$ cat src/rtl/base_sram_cntrs_rc.sv
// Statistics counter array: per-channel local accumulators are flushed into one
// SRAM (base_mem) by a round-robin read-modify-write scanner. Reads are served
// through a two-stage valid/ready output pipeline with optional read-and-clear.
module base_sram_cntrs_rc #(
    parameter int unsigned width      = 32,
    parameter int unsigned n          = 4,
    parameter int unsigned addr_width = $clog2(n),
    parameter int unsigned inc_width  = 1,
    parameter int unsigned sat        = 0,
    parameter int unsigned lw         = addr_width + inc_width + 2
) (
    input  logic                       clk,
    input  logic                       reset,
    input  logic [n-1:0]               i_inc_v,
    input  logic [n*inc_width-1:0]     i_inc_d,
    input  logic                       i_rd_v,
    output logic                       i_rd_r,
    input  logic [addr_width-1:0]      i_rd_a,
    input  logic                       i_rd_clr,
    output logic                       o_rd_v,
    input  logic                       o_rd_r,
    output logic [width-1:0]           o_rd_d,
    output logic                       o_init_done
);

    localparam int unsigned SW = addr_width + 1;
    localparam logic [addr_width-1:0] LastAddr = addr_width'(n - 1);

    // Scanner {addr, sel}: sel=1 is a flush slot for addr, sel=0 a read slot.
    logic [SW-1:0]         scan_q, scan_d;
    logic [addr_width-1:0] scan_addr;
    logic                  scan_sel;
    logic                  wrapped_q, wrapped_d;

    logic [lw-1:0] acc_q [n];
    logic [lw-1:0] acc_d [n];

    // Flush pipeline; the first bit marks writes from the initial pass.
    logic                  s0_v_q, s1_v_q, s2_v_q;
    logic [addr_width-1:0] s0_a_q, s1_a_q, s2_a_q;
    logic [lw-1:0]         s0_acc_q, s1_acc_q, s2_acc_q;
    logic                  s0_first_q, s1_first_q, s2_first_q;

    logic [width-1:0] base_mem [n];
    logic [width-1:0] fl_rd_q;
    logic [width-1:0] rd_mem_q;
    logic [width-1:0] base;
    logic [width:0]   wsum;
    logic [width-1:0] wd;

    logic [n-1:0] pclr_q, pclr_d;
    logic         init_done_q, init_done_d;

    // Output pipeline: request stage (SRAM data in flight) and data stage.
    logic             req_v_q, req_v_d;
    logic             req_byp_q, req_byp_d;
    logic [width-1:0] req_bd_q, req_bd_d;
    logic [width-1:0] req_val;
    logic             req_adv;
    logic             out_v_q, out_v_d;
    logic [width-1:0] out_d_q, out_d_d;
    logic             rd_fire;

    assign scan_addr   = scan_q[SW-1:1];
    assign scan_sel    = scan_q[0];
    assign o_rd_v      = out_v_q;
    assign o_rd_d      = out_d_q;
    assign o_init_done = init_done_q;

    // Next-state logic for scanner, accumulators, write data and read path.
    always_comb begin
        scan_d    = (scan_sel && scan_addr == LastAddr) ? '0 : scan_q + 1'b1;
        wrapped_d = wrapped_q | (scan_sel && scan_addr == LastAddr);

        // Increments in the capture cycle land in the fresh accumulation.
        for (int i = 0; i < n; i++) begin
            acc_d[i] = (scan_sel && scan_addr == addr_width'(i)) ? '0 : acc_q[i];
            if (i_inc_v[i]) begin
                acc_d[i] = acc_d[i] + lw'(i_inc_d[i*inc_width +: inc_width]);
            end
        end

        base = (s2_first_q || pclr_q[s2_a_q]) ? '0 : fl_rd_q;
        wsum = {1'b0, base} + (width + 1)'(s2_acc_q);
        wd   = wsum[width-1:0];
        if (sat != 0 && wsum[width]) begin
            wd = '1;
        end

        req_val = req_byp_q ? req_bd_q : rd_mem_q;
        req_adv = req_v_q && (!out_v_q || o_rd_r);
        i_rd_r  = init_done_q && !scan_sel && (!req_v_q || req_adv);
        rd_fire = i_rd_v && i_rd_r;

        req_v_d   = rd_fire ? 1'b1 : (req_adv ? 1'b0 : req_v_q);
        req_byp_d = req_byp_q;
        req_bd_d  = req_bd_q;
        if (rd_fire) begin
            // Same-cycle flush write to this address is not yet in base_mem.
            req_byp_d = s2_v_q && (s2_a_q == i_rd_a);
            req_bd_d  = wd;
        end

        out_v_d = out_v_q;
        out_d_d = out_d_q;
        if (req_adv) begin
            out_v_d = 1'b1;
            out_d_d = req_val;
        end else if (o_rd_r) begin
            out_v_d = 1'b0;
        end

        // A clear accepted alongside the write wins, so the next flush is local-only.
        pclr_d = pclr_q;
        if (s2_v_q) begin
            pclr_d[s2_a_q] = 1'b0;
        end
        if (rd_fire && i_rd_clr) begin
            pclr_d[i_rd_a] = 1'b1;
        end

        init_done_d = init_done_q | (s2_v_q && s2_first_q && s2_a_q == LastAddr);
    end

    // Control and pipeline state with asynchronous reset.
    always_ff @(posedge clk or posedge reset) begin
        if (reset) begin
            scan_q      <= '0;
            wrapped_q   <= 1'b0;
            for (int i = 0; i < n; i++) begin
                acc_q[i] <= '0;
            end
            s0_v_q      <= 1'b0;
            s1_v_q      <= 1'b0;
            s2_v_q      <= 1'b0;
            s0_a_q      <= '0;
            s1_a_q      <= '0;
            s2_a_q      <= '0;
            s0_acc_q    <= '0;
            s1_acc_q    <= '0;
            s2_acc_q    <= '0;
            s0_first_q  <= 1'b0;
            s1_first_q  <= 1'b0;
            s2_first_q  <= 1'b0;
            pclr_q      <= '0;
            init_done_q <= 1'b0;
            req_v_q     <= 1'b0;
            req_byp_q   <= 1'b0;
            req_bd_q    <= '0;
            out_v_q     <= 1'b0;
            out_d_q     <= '0;
        end else begin
            scan_q      <= scan_d;
            wrapped_q   <= wrapped_d;
            for (int i = 0; i < n; i++) begin
                acc_q[i] <= acc_d[i];
            end
            s0_v_q      <= scan_sel;
            s0_a_q      <= scan_addr;
            s0_acc_q    <= acc_q[scan_addr];
            s0_first_q  <= !wrapped_q;
            s1_v_q      <= s0_v_q;
            s1_a_q      <= s0_a_q;
            s1_acc_q    <= s0_acc_q;
            s1_first_q  <= s0_first_q;
            s2_v_q      <= s1_v_q;
            s2_a_q      <= s1_a_q;
            s2_acc_q    <= s1_acc_q;
            s2_first_q  <= s1_first_q;
            pclr_q      <= pclr_d;
            init_done_q <= init_done_d;
            req_v_q     <= req_v_d;
            req_byp_q   <= req_byp_d;
            req_bd_q    <= req_bd_d;
            out_v_q     <= out_v_d;
            out_d_q     <= out_d_d;
        end
    end

    // SRAM array: flush write, flush read (s1) and request read ports.
    always_ff @(posedge clk) begin
        if (s2_v_q) begin
            base_mem[s2_a_q] <= wd;
        end
        if (s1_v_q) begin
            fl_rd_q <= base_mem[s1_a_q];
        end
        if (rd_fire) begin
            rd_mem_q <= base_mem[i_rd_a];
        end
    end

endmodule
$ cat config.mk
export PLATFORM = sky130hd
export DESIGN_NAME = base_sram_cntrs_rc
export DESIGN_NICKNAME = d
export VERILOG_FILES = /design/src/rtl/base_sram_cntrs_rc.sv
export SDC_FILE = /design/constraint.sdc
export NUM_CORES = 1
export LEC_CHECK = 0
export BUFFER_PORTS_ARGS = -buffer_cell sky130_fd_sc_hd__buf_2
export CAP_MARGIN = 20
export CORE_ASPECT_RATIO = 0.5
export CORE_MARGIN = 2
export CORE_UTILIZATION = 67
export DETAILED_ROUTE_END_ITERATION = 12
export GPL_TIMING_DRIVEN = 0
export PLACE_DENSITY = 0.85
export SLEW_MARGIN = 20
export SYNTH_ARGS = -nofsm -noshare
export SYNTH_HDL_FRONTEND = slang
export SYNTH_SLANG_ARGS = --single-unit
$ cat constraint.sdc
create_clock -name clk -period 7.2 [get_ports clk]
set_input_delay 0.72 -clock clk [delete_from_list [all_inputs] [get_ports clk]]
set_output_delay 0.72 -clock clk [all_outputs]
set_load 0.01 [all_outputs]
==> results.toml, run 1 <==
[sta]
finalCritPeriodShare_pct = 65.9
timing.hold.ws_ns = 0.106
hold_violations = 0
fmax_mhz = 211
max_slew_margin_pct = 32.1
rsz0062_at_grt = "false"
maxSlewViolCount = 0
tns_ns = 0
finalSetupViolCount = 0
tightestPinTransition_ns = 1.02
final.min_clock_period_ns = 4.74
final.setup_skew_ns = 0.0160

[drt]
drc = 0
vias_per_cell = 6.88
drt-initial-drc-count = 1083
wl_um = 33300
num_vias = 8861
drtAntennaViolNets = 0
wl_per_cell_um = 25.8
dr.pass1.iters = 6

[layout]
fill_cells = 1137
diodes = 0
syn2layout_area_growth_pct = 11.6
finalNetCount = 1032
drive_above_1_share_pct = 21.3
utilization_pct = 77.5
instances_no_fill = 1288

[hold_path]
worstHoldPathType = "primary input to asynchronous set/reset pin"

[synthesis]
synthDominantCellAreaShare_pct = 42.0
synth_edf_count = 192
ys_types = 68
avgSynthCellArea_um2 = 15.0
synthesis.area_um2 = 13700
seq_area_frac_synth_pct = 64.4
synth_most_common_cell = "edfxtp_1"
syn-num-nets = 948
yosys-top-cells-count = "edfxtp_1 (192), dfrtp_1 (123), nand2_1 (101)"
async_flop_share_pct = 39.0
ys_seq_elements = 315
synth_area_leader_cell = "edfxtp_1"
synth_warnings = 0
syn_inst = 918
synth_area_leaders = "edfxtp_1 (42%), dfrtp_1 (22%), mux4_2 (11%)"
synth_flop_cell = "edfxtp_1"

[worst_setup_path]
crit_path_start_kind = "flop"
critical_path_arrival_ns = 5.05
cp_max_fo = 10
crit_path_end_kind = "flop"
crit_type = "flop to flop"
timing.rr.end = "base_mem[0][28]$_DFFE_PP_"
startpoint = "s2_a_q[1]$_DFF_PP0_"
crit_path_end = "base_mem[0][28]$_DFFE_PP_"
r2r_slack_ns = 2.46
r2r_cells = 14
required_ns = 7.50
r2r_start = "s2_a_q[1]$_DFF_PP0_"

[clock_network]
cts_resized = 0
htree_levels = 1
cts_setup_buffers = 0
numCtsBuffers = 26
cts_sinks = 315
clk_pin_slew_worst_paths_ns = 0.07
cts_tree = "yes"
hold_buffers = 0
root_buffer = "clkbuf_16"
cts_buffer_depth = 3
clk_latency_ns = 0.55

[power_and_ir_drop]
cellLeakagePower_nw = 5.85
power_density_nw_per_um2 = 257
max-vdd-ir-drop_mv = 0.163

[global_routing]
gr-usage-all-layers_pct = 32.3
grt_max_degree = 99
grt_pass1_vias = 9319
grt_pass1_wl_um = 52000
gr-total-overflow = 0
antenna_found_initial = 0

[job]
max-cap-violations = 0

[place]
place_inst = 1240
gp_congestion = 0.920
hpwlAfterDp_um = 22200
port_buffers = 47

[run_status]
status = "finished, final reports clean"

[floorplanning]
die_w_um = 207
io_pins = 50
core_area_um2 = 19800
rows = 36
die_h_um = 105
start_util_pct = 69.5
fp.dieArea_um2 = 21700
-- final cells by class --
cell class / count / area, um2 / share of cell area [%]
buffer: 48 / 211 / 1.38
clock buffer: 34 / 701 / 4.57
clock inverter: 14 / 159 / 1.04
inverter: 19 / 78.8 / 0.514
multi-input combinational: 536 / 4630 / 30.2
sequential: 315 / 8840 / 57.7
tap: 266 / 333 / 2.17
timing repair buffer: 56 / 373 / 2.43
-- where the power goes --
part	internal (mW)	switching (mW)
clock	0.800	0.651
combinational	0.151	0.210
sequential	2.06	0.0684
-- worst min-delay path by stage --
| stage | to |
|---|---|
| floorplan | s1_a_q[0]$_DFF_PP0_ |
| global placement | s1_a_q[0]$_DFF_PP0_ |
| detailed placement | s1_a_q[0]$_DFF_PP0_ |
| CTS | acc_q[9]$_DFF_PP0_ |
| global route | acc_q[9]$_DFF_PP0_ |
| finish | acc_q[9]$_DFF_PP0_ |
-- critical path, stage by stage, from the launching register on --
cell       delay [ns]
dfrtp_1          0.40
buf_6            0.15
mux2_4           0.34
o22ai_4          0.25
clkbuf_1         0.55
and2_1           0.23
ha_1             0.21
inv_1            0.08
fa_1             0.41
nor2b_1          0.24
o31a_1           0.15
clkbuf_1         0.46
o2111ai_1        0.29
or3_1            0.37
a21oi_1          0.36
-- layout by cell type (no fill, tap or decap), types with 10 or more instances in the layout --
master	n
o21ai_0	56
nor3_1	11
buf_2	63
mux2i_1	36
ha_1	14
xnor2_1	13
inv_1	17
edfxtp_1	192
mux2_2	10
nor2_1	29
dfrtp_1	122
nand3_1	23
nand4_1	17
o2111ai_1	11
nand2_1	101
a21oi_1	10
clkbuf_1	34
mux4_2	69
xor2_1	16
clkbuf_16	26
and2_1	13
-- registers in the layout (all words and copies together) (netlist names), 2 cells and up --
signal and cells:
acc_q 20, pclr_q 4, rd_mem_q 32, base_mem 128, s0_acc_q 5, o_rd_d 32, s2_a_q 2, s2_acc_q 5
s1_acc_q 5, scan_q 3, fl_rd_q 32, s0_a_q 2, s1_a_q 2, req_bd_q 32
-- per-stage QoR --
step | power, mW | setup slack, ns | area (um2)
3_3_place_gp | 2.48 | 1.31 | 14300
5_1_grt | 4.06 | 2.35 | 15300
6_report | 3.94 | 2.46 | 15300
2_1_floorplan | 2.37 | 3.21 | 13700
3_5_place_dp | 2.52 | 2.71 | 14500
4_1_cts | 3.93 | 2.59 | 15300
-- kinds of logic after synthesis --
group,count (synthesis),synth area share [%]
flops,315,64.4
simple gates,245,8.97
compound gates,130,6.38
mux,117,15.0
buf+inv,67,2.03
xor+xnor,29,1.85
fa+ha+maj,15,1.42
-- layer usage --
layer  global-route usage [%]  wire length [um]  up-vias
met5                    0.238                 0        -
met4                     12.0              1240        0
met3                     7.79              3760      100
met2                     51.6             16000      587
met1                     43.9             12300     4472
li1                         -                 -     3702
Note: power is estimated with default switching activity, not from simulation.
==> run 2, diff against run 1 <==
--- a/config.mk
+++ b/config.mk
@@ -9,10 +9,10 @@
 export CAP_MARGIN = 20
 export CORE_ASPECT_RATIO = 0.5
 export CORE_MARGIN = 2
-export CORE_UTILIZATION = 67
+export CORE_UTILIZATION = 62
 export DETAILED_ROUTE_END_ITERATION = 12
 export GPL_TIMING_DRIVEN = 0
-export PLACE_DENSITY = 0.85
+export PLACE_DENSITY = 0.8
 export SLEW_MARGIN = 20
 export SYNTH_ARGS = -nofsm -noshare
 export SYNTH_HDL_FRONTEND = slang
==> constraint.sdc (replaced) <==
create_clock -name clk -period 4.56 [get_ports clk]
set_input_delay 0.456 -clock clk [delete_from_list [all_inputs] [get_ports clk]]
set_output_delay 0.456 -clock clk [all_outputs]
set_load 0.01 [all_outputs]
==> run 2 against run 1 <==
Against the previous run:
- sequential power grew 58%
- non-clock buffer count decreased by 1
- critical path depth decreased by 3
- clock skew rose by 0.012 ns
- critical endpoint unchanged
==> results.toml, run 2 (synthesized netlist as in run 1, its figures left out) <==
[power_and_ir_drop]
cellLeakagePower_nw = 5.86
max-vdd-ir-drop_mv = 0.285
power_density_nw_per_um2 = 404
power_mw = 6.22

[layout]
fill_cells = 1383
final_area_um2 = 15400
layout_common_cells = "edfxtp_1 (192), dfrtp_1 (122), nand2_1 (101), mux4_2 (69), buf_2 (63)"
layout_commonest_cell = "edfxtp_1"
drive_above_1_share_pct = 21.7
diodes = 0
regMostFlops = "base_mem"
finalNetCount = 1032
multi_input_area_um2 = 4640
largest_reg_flops = 128
syn2layout_area_growth_pct = 12.1
regArea_um2 = 8840
instances_no_fill = 1320

[global_routing]
gr-usage-all-layers_pct = 27.6
antenna_found_initial = 0
grt_pass1_vias = 8507
grt_max_degree = 100
grt_pass1_wl_um = 48100
gr-total-overflow = 0

[floorplanning]
core_area_um2 = 21700
fp.dieArea_um2 = 23400
die_h_um = 109
io_pins = 50
start_util_pct = 63.4
die_w_um = 215
rows = 38

[place]
place_inst = 1274
dp_worst_setup_slack_ns = 0.127
dpl_cell_area_um2 = 14500
hpwlAfterDp_um = 20900
gp_congestion = 0.879
port_buffers = 47

[drt]
drt-initial-drc-count = 994
vias_per_cell = 6.41
num_vias = 8456
wl_um = 31100
wl_per_cell_um = 23.6
drtAntennaViolNets = 0
dr.pass1.iters = 5
drc = 0

[sta]
finalSetupViolCount = 0
rsz0062_at_grt = "false"
hold_violations = 0
finalCritPeriodShare_pct = 94.0
max_slew_margin_pct = 28.7
final.min_clock_period_ns = 4.29
layout_setup_ws_ns = 0.275
tightestPinTransition_ns = 1.07
final.setup_skew_ns = 0.0283
maxSlewViolCount = 0
fmax_mhz = 233

[worst_setup_path]
path_common_cell = "buf_2"
path_cells = "or2_2 > o22ai_4 > buf_2 > buf_2 > nand2_1 > fa_1 > nor2b_1 > o31a_1 > o2111ai_1 > or3_1 > a21oi_1"
crit_path_start_kind = "flop"
required_ns = 4.89
critical_path_arrival_ns = 4.61
cp_slowest_cell = "o31a_1"
cp_max_fo = 10
crit_path_end_kind = "flop"
cp_slowest_stage_delay_ns = 0.50
crit_type = "flop to flop"

[clock_network]
htree_levels = 1
cts_tree = "yes"
root_buffer = "clkbuf_16"
cts_setup_buffers = 0
cts_sinks = 315
clk_latency_ns = 0.56
clk_pin_slew_worst_paths_ns = 0.07
numCtsBuffers = 27
cts_buffer_depth = 3

[run_status]
status = "finished, final reports clean"

[job]
max-cap-violations = 0

[hold_path]
worstHoldPathType = "primary input to flop"
==> run 2: changes by cell type in the layout (fill, tap and decap cells not counted), sizes merged <==
cell         delta
clkbuf          -2
clkinv          -1
clkinvlp        +1
dlygate4sd3     +1
inv             -1
==> run 2: area by class of cell <==
type,instances,area share (%)
plain buffers,46,1.33
clock buffers,34,4.69
clock inverters,13,0.959
inverters,19,0.512
multi-input cells,536,30.1
flip-flops and latches,315,57.4
well taps,300,2.44
repair buffers,57,2.51
==> run 2: critical path: cells and delay by family (launching register included) <==
kind                       cells  cell delay (ns)
buffers and inverters          2             0.65
adders and majority gates      1             0.46
DFF                            1             0.45
AOI/OAI and AO/OA              4             1.39
and+or+nand+nor                4             1.11
==> run 2: stage by stage <==
stage | hold slack, ns | setup TNS [ns] | utilization [%]
after floorplan | 0.331 | 0 | -
final | 0.205 | 0 | 71.0
after global placement | 0.332 | -128.99 | 66.2
after global routing | 0.197 | 0 | 71.0
after CTS | 0.194 | 0 | 71.0
after detailed placement | 0.335 | 0 | 67.0
==> run 2: final timing paths <==
path	startpoint	depth (start not counted)	slack, ns	end
max	s2_a_q[0]$_DFF_PP0_	11	0.27	base_mem[0][28]$_DFFE_PP_
min	i_rd_clr	3	0.20	pclr_q[2]$_DFF_PP0_
max reg2reg	s2_a_q[0]$_DFF_PP0_	11	0.27	base_mem[0][28]$_DFFE_PP_
min reg2reg	s0_v_q$_DFF_PP0_	0	0.35	s1_v_q$_DFF_PP0_
max in group asynchronous	reset	4	3.40	o_rd_d[22]$_DFFE_PP0P_
min in group asynchronous	reset	3	0.40	acc_q[10]$_DFF_PP0_
==> run 2: repair_timing <==
item | CTS | global route
hold buffers | 1 | 0
setup endpoints to repair | 0 | 32
hold endpoints to repair | 24 | 0
gates resized for setup | 0 | 4
==> run 2: power by group <==
part	switching, mW	total (mW)	internal [mW]
combinational	0.323	0.563	0.240
clock	1.02	2.31	1.29
sequential	0.103	3.35	3.25
==> run 2: metal layers <==
metal	wire [um]	share of wire, %	GRT usage (%)	vias to the layer above
met1	12800	41	38.3	4288
met2	14800	47	45.2	401
met4	686	2.2	6.70	0
met3	2850	9.2	6.81	70
li1	-	-	-	3697
met5	0	0	0	-
